File: src/rtl/lsu_ctrl.sv
// Load/store sequencing controller: one RV32I memory access at a time over a
// req/ack bus, with lane steering, load extension and error reporting.
module lsu_ctrl #(
   parameter int TIMEOUT_CYCLES = 16
) (
   input  logic        clk,
   input  logic        rst,
   input  logic        mem_valid,
   input  logic        mem_we,
   input  logic [2:0]  mem_funct3,
   input  logic [31:0] mem_addr,
   input  logic [31:0] mem_wdata,
   input  logic [4:0]  mem_rd,
   output logic        stall,
   output logic        done,
   output logic        rf_we,
   output logic [4:0]  rf_waddr,
   output logic [31:0] rf_wdata,
   output logic        misalign_err,
   output logic        bus_err,
   output logic        bus_req,
   output logic        bus_we,
   output logic [31:0] bus_addr,
   output logic [3:0]  bus_be,
   output logic [31:0] bus_wrdata,
   input  logic        bus_ack,
   input  logic [31:0] bus_rddata
);

   typedef enum logic [1:0] {IDLE = 2'd0, BUS = 2'd1, DONE = 2'd2} state_t;

   state_t      state, state_nx;
   logic        we_q;
   logic [2:0]  f3_q;
   logic [31:0] addr_q;
   logic [31:0] wdata_q;
   logic [31:0] rdata_q;
   logic [4:0]  rd_q;
   logic [7:0]  cnt_q;
   logic        misalign_q;
   logic        bus_err_q;
   logic        bad_in;
   logic        timeout_hit;
   logic [1:0]  off;
   logic [3:0]  be;
   logic [31:0] wr_sh;
   logic [31:0] ext;

   assign off         = addr_q[1:0];
   assign timeout_hit = (cnt_q == 8'(TIMEOUT_CYCLES - 1));

   // Misaligned or illegal width, judged on the incoming instruction
   always_comb begin
      bad_in = 1'b1;
      case (mem_funct3)
         3'b000:         bad_in = 1'b0;
         3'b001:         bad_in = mem_addr[0];
         3'b101:         bad_in = mem_addr[0] | mem_we;
         3'b010:         bad_in = (mem_addr[1:0] != 2'b00);
         3'b100:         bad_in = mem_we;
         default:        bad_in = 1'b1;
      endcase
   end

   always_comb begin
      be    = 4'b1111;
      wr_sh = wdata_q;
      case (f3_q[1:0])
         2'b00: begin be = 4'b0001 << off; wr_sh = wdata_q << {off, 3'b000}; end
         2'b01: begin be = 4'b0011 << off; wr_sh = wdata_q << {off, 3'b000}; end
         default: begin be = 4'b1111; wr_sh = wdata_q; end
      endcase
   end

   // rdata_q is already shifted down to lane 0 at capture time
   always_comb begin
      ext = rdata_q;
      case (f3_q)
         3'b000:  ext = {{24{rdata_q[7]}}, rdata_q[7:0]};
         3'b001:  ext = {{16{rdata_q[15]}}, rdata_q[15:0]};
         3'b100:  ext = {24'd0, rdata_q[7:0]};
         3'b101:  ext = {16'd0, rdata_q[15:0]};
         default: ext = rdata_q;
      endcase
   end

   always_ff @(posedge clk or posedge rst) begin
      if (rst) state <= IDLE;
      else     state <= state_nx;
   end

   always_comb begin
      state_nx     = state;
      stall        = mem_valid & (state != DONE) & ~rst;
      bus_req      = 1'b0;
      bus_we       = 1'b0;
      bus_addr     = 32'd0;
      bus_be       = 4'd0;
      bus_wrdata   = 32'd0;
      done         = 1'b0;
      rf_we        = 1'b0;
      rf_waddr     = 5'd0;
      rf_wdata     = 32'd0;
      misalign_err = 1'b0;
      bus_err      = 1'b0;
      case (state)
         IDLE: begin
            if (mem_valid) state_nx = bad_in ? DONE : BUS;
         end
         BUS: begin
            bus_req    = 1'b1;
            bus_we     = we_q;
            bus_addr   = {addr_q[31:2], 2'b00};
            bus_be     = be;
            bus_wrdata = wr_sh;
            if (bus_ack || timeout_hit) state_nx = DONE;
         end
         DONE: begin
            done         = 1'b1;
            rf_waddr     = rd_q;
            misalign_err = misalign_q;
            bus_err      = bus_err_q;
            if (!we_q && !misalign_q && !bus_err_q) begin
               rf_we    = (rd_q != 5'd0);
               rf_wdata = ext;
            end
            state_nx = IDLE;
         end
         default: state_nx = IDLE;
      endcase
   end

   always_ff @(posedge clk or posedge rst) begin
      if (rst) begin
         we_q       <= 1'b0;
         f3_q       <= 3'd0;
         addr_q     <= 32'd0;
         wdata_q    <= 32'd0;
         rdata_q    <= 32'd0;
         rd_q       <= 5'd0;
         cnt_q      <= 8'd0;
         misalign_q <= 1'b0;
         bus_err_q  <= 1'b0;
      end else begin
         case (state)
            IDLE: begin
               if (mem_valid) begin
                  we_q       <= mem_we;
                  f3_q       <= mem_funct3;
                  addr_q     <= mem_addr;
                  wdata_q    <= mem_wdata;
                  rd_q       <= mem_rd;
                  rdata_q    <= 32'd0;
                  cnt_q      <= 8'd0;
                  misalign_q <= bad_in;
                  bus_err_q  <= 1'b0;
               end
            end
            BUS: begin
               if (bus_ack)          rdata_q   <= bus_rddata >> {off, 3'b000};
               else if (timeout_hit) bus_err_q <= 1'b1;
               else                  cnt_q     <= cnt_q + 8'd1;
            end
            default: ;
         endcase
      end
   end

endmodule

File: config.mk
export PLATFORM = sky130hd
export DESIGN_NAME = lsu_ctrl
export DESIGN_NICKNAME = d
export VERILOG_FILES = /design/src/rtl/lsu_ctrl.sv
export SDC_FILE = /design/constraint.sdc
export NUM_CORES = 1
export LEC_CHECK = 0
export BUFFER_PORTS_ARGS = -buffer_cell sky130_fd_sc_hd__buf_2
export CAP_MARGIN = 20
export CORE_ASPECT_RATIO = 1.5
export CORE_MARGIN = 8
export CORE_UTILIZATION = 35
export CTS_BUF_LIST = sky130_fd_sc_hd__clkbuf_8
export DETAILED_ROUTE_END_ITERATION = 8
export PLACE_DENSITY_LB_ADDON = 0.25
export SLEW_MARGIN = 20
export SYNTH_ARGS = -nofsm -noshare
export SYNTH_HDL_FRONTEND = slang
export SYNTH_SLANG_ARGS = --single-unit
File: constraint.sdc
create_clock -name clk -period 3.6 [get_ports clk]
set_input_delay 0.72 -clock clk [delete_from_list [all_inputs] [get_ports clk]]
set_output_delay 0.72 -clock clk [all_outputs]
set_load 0.02 [all_outputs]
==> flow_summary.ini <==
[critical_path]
required_ps = 2880
criticalPathCategory = flop to primary output
r2r_cells = 5
r2r_end = rdata_q[0]$_DFFE_PP0P_
crit_arrival_ps = 2500
worst_setup_path_start_kind = flop
crit_end = bus_wrdata[29]
slowest_delay_ps = 590
worstPathMaxFanout = 36
worstReg2RegStart = state[1]$_DFFE_PP0P_
crit_slowest_cell = dfrtp_1
ff2ff_setup_slack_ps = 1190
cp-end-kind = primary output
startpoint = state[1]$_DFFE_PP0P_
path_cells = nand2b_1 -> buf_4 -> inv_1 -> buf_12 -> o221a_2 -> buf_2

[timing]
fin_skew_ps = 14.5
slew_headroom_pct = 30.0
finalCritPeriodShare_pct = 89.5
drv_slew = 0
max_freq_mhz = 310
period_needed_ps = 3220
hold_violations = 0
setup_violations = 0
fin_tns_setup_ps = 0
grt_setup_unrepaired = false
worst_pin_slew_ps = 1050

[drt]
wl_per_cell_microns = 18.0
ant_nets = 0
drt-initial-drc-count = 446
drt-total-wl_microns = 22000
drtPass1Iterations = 5
vias_per_cell = 5.04
vias = 6178
drcViolationCount = 0

[finish]
final-seq-area_sq_um = 2930
nNetsFinal = 1068
fillCellCount = 1916
design_area_sq_um = 8160
syn_to_final_growth_pct = 24.9
multi_input_area_sq_um = 3300
drive_gt1_share_pct = 30.0

[place]
place_area_sq_um = 7770
gp_congestion = 0.812
hpwlAfterDp_microns = 15500
portBuffers = 218

[clock_network]
tritoncts = yes
cts_hold_buf = 0
worstSkewPairLatency_ps = 440
cts.htree.levels = 4
postCtsSetupRepairBufs = 0
cts_resized = 0
cts_sinks = 117
clk_pin_slew_ps = 80
cts_buffer_depth = 2
cts-root-buf = clkbuf_8
numCtsBuffers = 17

[floorplan]
die_w_microns = 128
dieArea_sq_um = 23400
fp-row-count = 61
initial_core_util_pct = 35.5
core_area_sq_um = 18400
ios = 221
die_h_microns = 183

[yosys]
ys_ff_latch = 117
synth.largest_area_cell = dfrtp_1
seq_area_frac_synth_pct = 44.8
synth_edf_count = 0
synth_top_area_share_pct = 44.8
synth-main-ff-cell = dfrtp_1
yosys-top-cells-area = dfrtp_1, nand2_1, and2_1
yosysMostFrequentCell = nand2_1
synth_cells = 776
yosysUniqueCellTypes = 52
yosysWarnings = 0
synth_common_cells = nand2_1, dfrtp_1, and2_1, clkbuf_1, a21oi_1
async_reset_ff_share_pct = 100
synth_area_sq_um = 6530
synth_area_per_cell_sq_um = 8.42

[power_and_ir_drop]
p_leak_uw = 0.00430
ir_worst_vdd_uv = 298
powerDensity_nw_per_um2 = 568

[min_path]
min_path_type = primary input to async pin

[run_status]
status = finished, final reports clean

[global_route]
grt_pass1_wl_microns = 34200
grt_use_total_pct = 18.8
grt_max_degree = 118
grt_antenna_before_repair = 4
grt.overflow.total = 0
grt_pass1_vias = 6186

[job]
cap_violations = 0
placed cells by master (no fill, tap or decap), types with 9 or more instances in the layout:
| cell | Yosys | layout |
|---|---|---|
| a32o_1 | 9 | 9 |
| buf_4 | 3 | 10 |
| nor3b_1 | 10 | 9 |
| nand2b_1 | 17 | 17 |
| buf_2 | 17 | 218 |
| a31oi_1 | 11 | 11 |
| clkbuf_8 | 0 | 17 |
| and2_1 | 47 | 47 |
| nor2_1 | 20 | 20 |
| nor2b_1 | 19 | 19 |
| o221a_2 | 16 | 16 |
| mux2i_1 | 21 | 21 |
| a22o_1 | 16 | 16 |
| a21o_1 | 9 | 9 |
| o21ai_0 | 21 | 21 |
| a21oi_1 | 31 | 31 |
| nor3_1 | 18 | 18 |
| dfrtp_1 | 117 | 115 |
| nand2_1 | 250 | 250 |
| o31ai_1 | 9 | 9 |
layer usage:
metal	part of all wire [%]	up-vias	GRT usage [%]
met1	41	2901	22.2
met4	3.1	4	8.70
met3	8.4	44	6.08
met2	47	227	30.3
li1	-	3002	-
met5	0.15	-	0
how the worst min path moves through the flow:
stage | to | from | cells after the start | slack (ps)
finish | rdata_q[6]$_DFFE_PP0P_ | rst | 3 | 460
global route | wdata_q[2]$_DFFE_PP0P_ | mem_wdata[2] | 3 | 440
CTS | addr_q[13]$_DFFE_PP0P_ | mem_addr[13] | 3 | 430
detailed placement | addr_q[14]$_DFFE_PP0P_ | addr_q[14]$_DFFE_PP0P_ | 2 | 450
global placement | addr_q[27]$_DFFE_PP0P_ | addr_q[27]$_DFFE_PP0P_ | 2 | 450
floorplan | addr_q[10]$_DFFE_PP0P_ | addr_q[10]$_DFFE_PP0P_ | 2 | 440
kinds of logic (layout without fill, tap and decap cells):
family,Yosys count,count (layout),synth area share [%]
flops,117,117,44.8
fa+ha+maj,1,1,0.192
mux,23,23,3.60
compound gates,146,146,16.6
buf+inv,74,268,4.87
other cells,1,4,0.0574
simple gates,414,414,29.9
sequential cells by signal, summed over array words and instances (netlist names):
name,flops
wdata_q,32
addr_q,32
f3_q,3
state,2
misalign_q,1
rdata_q,32
bus_err_q,1
we_q,1
cnt_q,8
rd_q,5
per-stage QoR:
| step | setup slack [ps] | cells | utilization [%] | power (uW) | hold slack [ps] |
|---|---|---|---|---|---|
| after floorplan | 1100 | 777 | - | 2970 | 437 |
| after global placement | 892 | 1191 | 42.3 | 3480 | 449 |
| after detailed placement | 828 | 1191 | 42.3 | 3500 | 454 |
| after CTS | 334 | 1223 | 44.3 | 4690 | 428 |
| after global routing | 78.4 | 1225 | 44.3 | 4940 | 437 |
| final | 379 | 1225 | 44.3 | 4630 | 456 |
cell type report:
type / count / share of cell area, %
antenna: 2 / 0.0614
inverter: 6 / 0.322
clock buffer: 17 / 2.87
tap: 252 / 3.87
sequential: 117 / 35.9
clock inverter: 15 / 1.75
timing repair buffer: 230 / 14.8
multi-input combinational: 586 / 40.4
where the power goes:
part / switching (uW) / internal [uW] / total (uW)
Clock: 610 / 559 / 1170
Combinational: 1040 / 585 / 1620
Sequential: 240 / 1600 / 1840
critical path, delay by kind of cell (launching register included):
kind / cells / cell delay [ps]
buffers and inverters: 4 / 980
and+or+nand+nor: 1 / 240
DFF: 1 / 590
AOI/OAI and AO/OA: 1 / 210
Note: power is estimated with default switching activity, not from simulation.
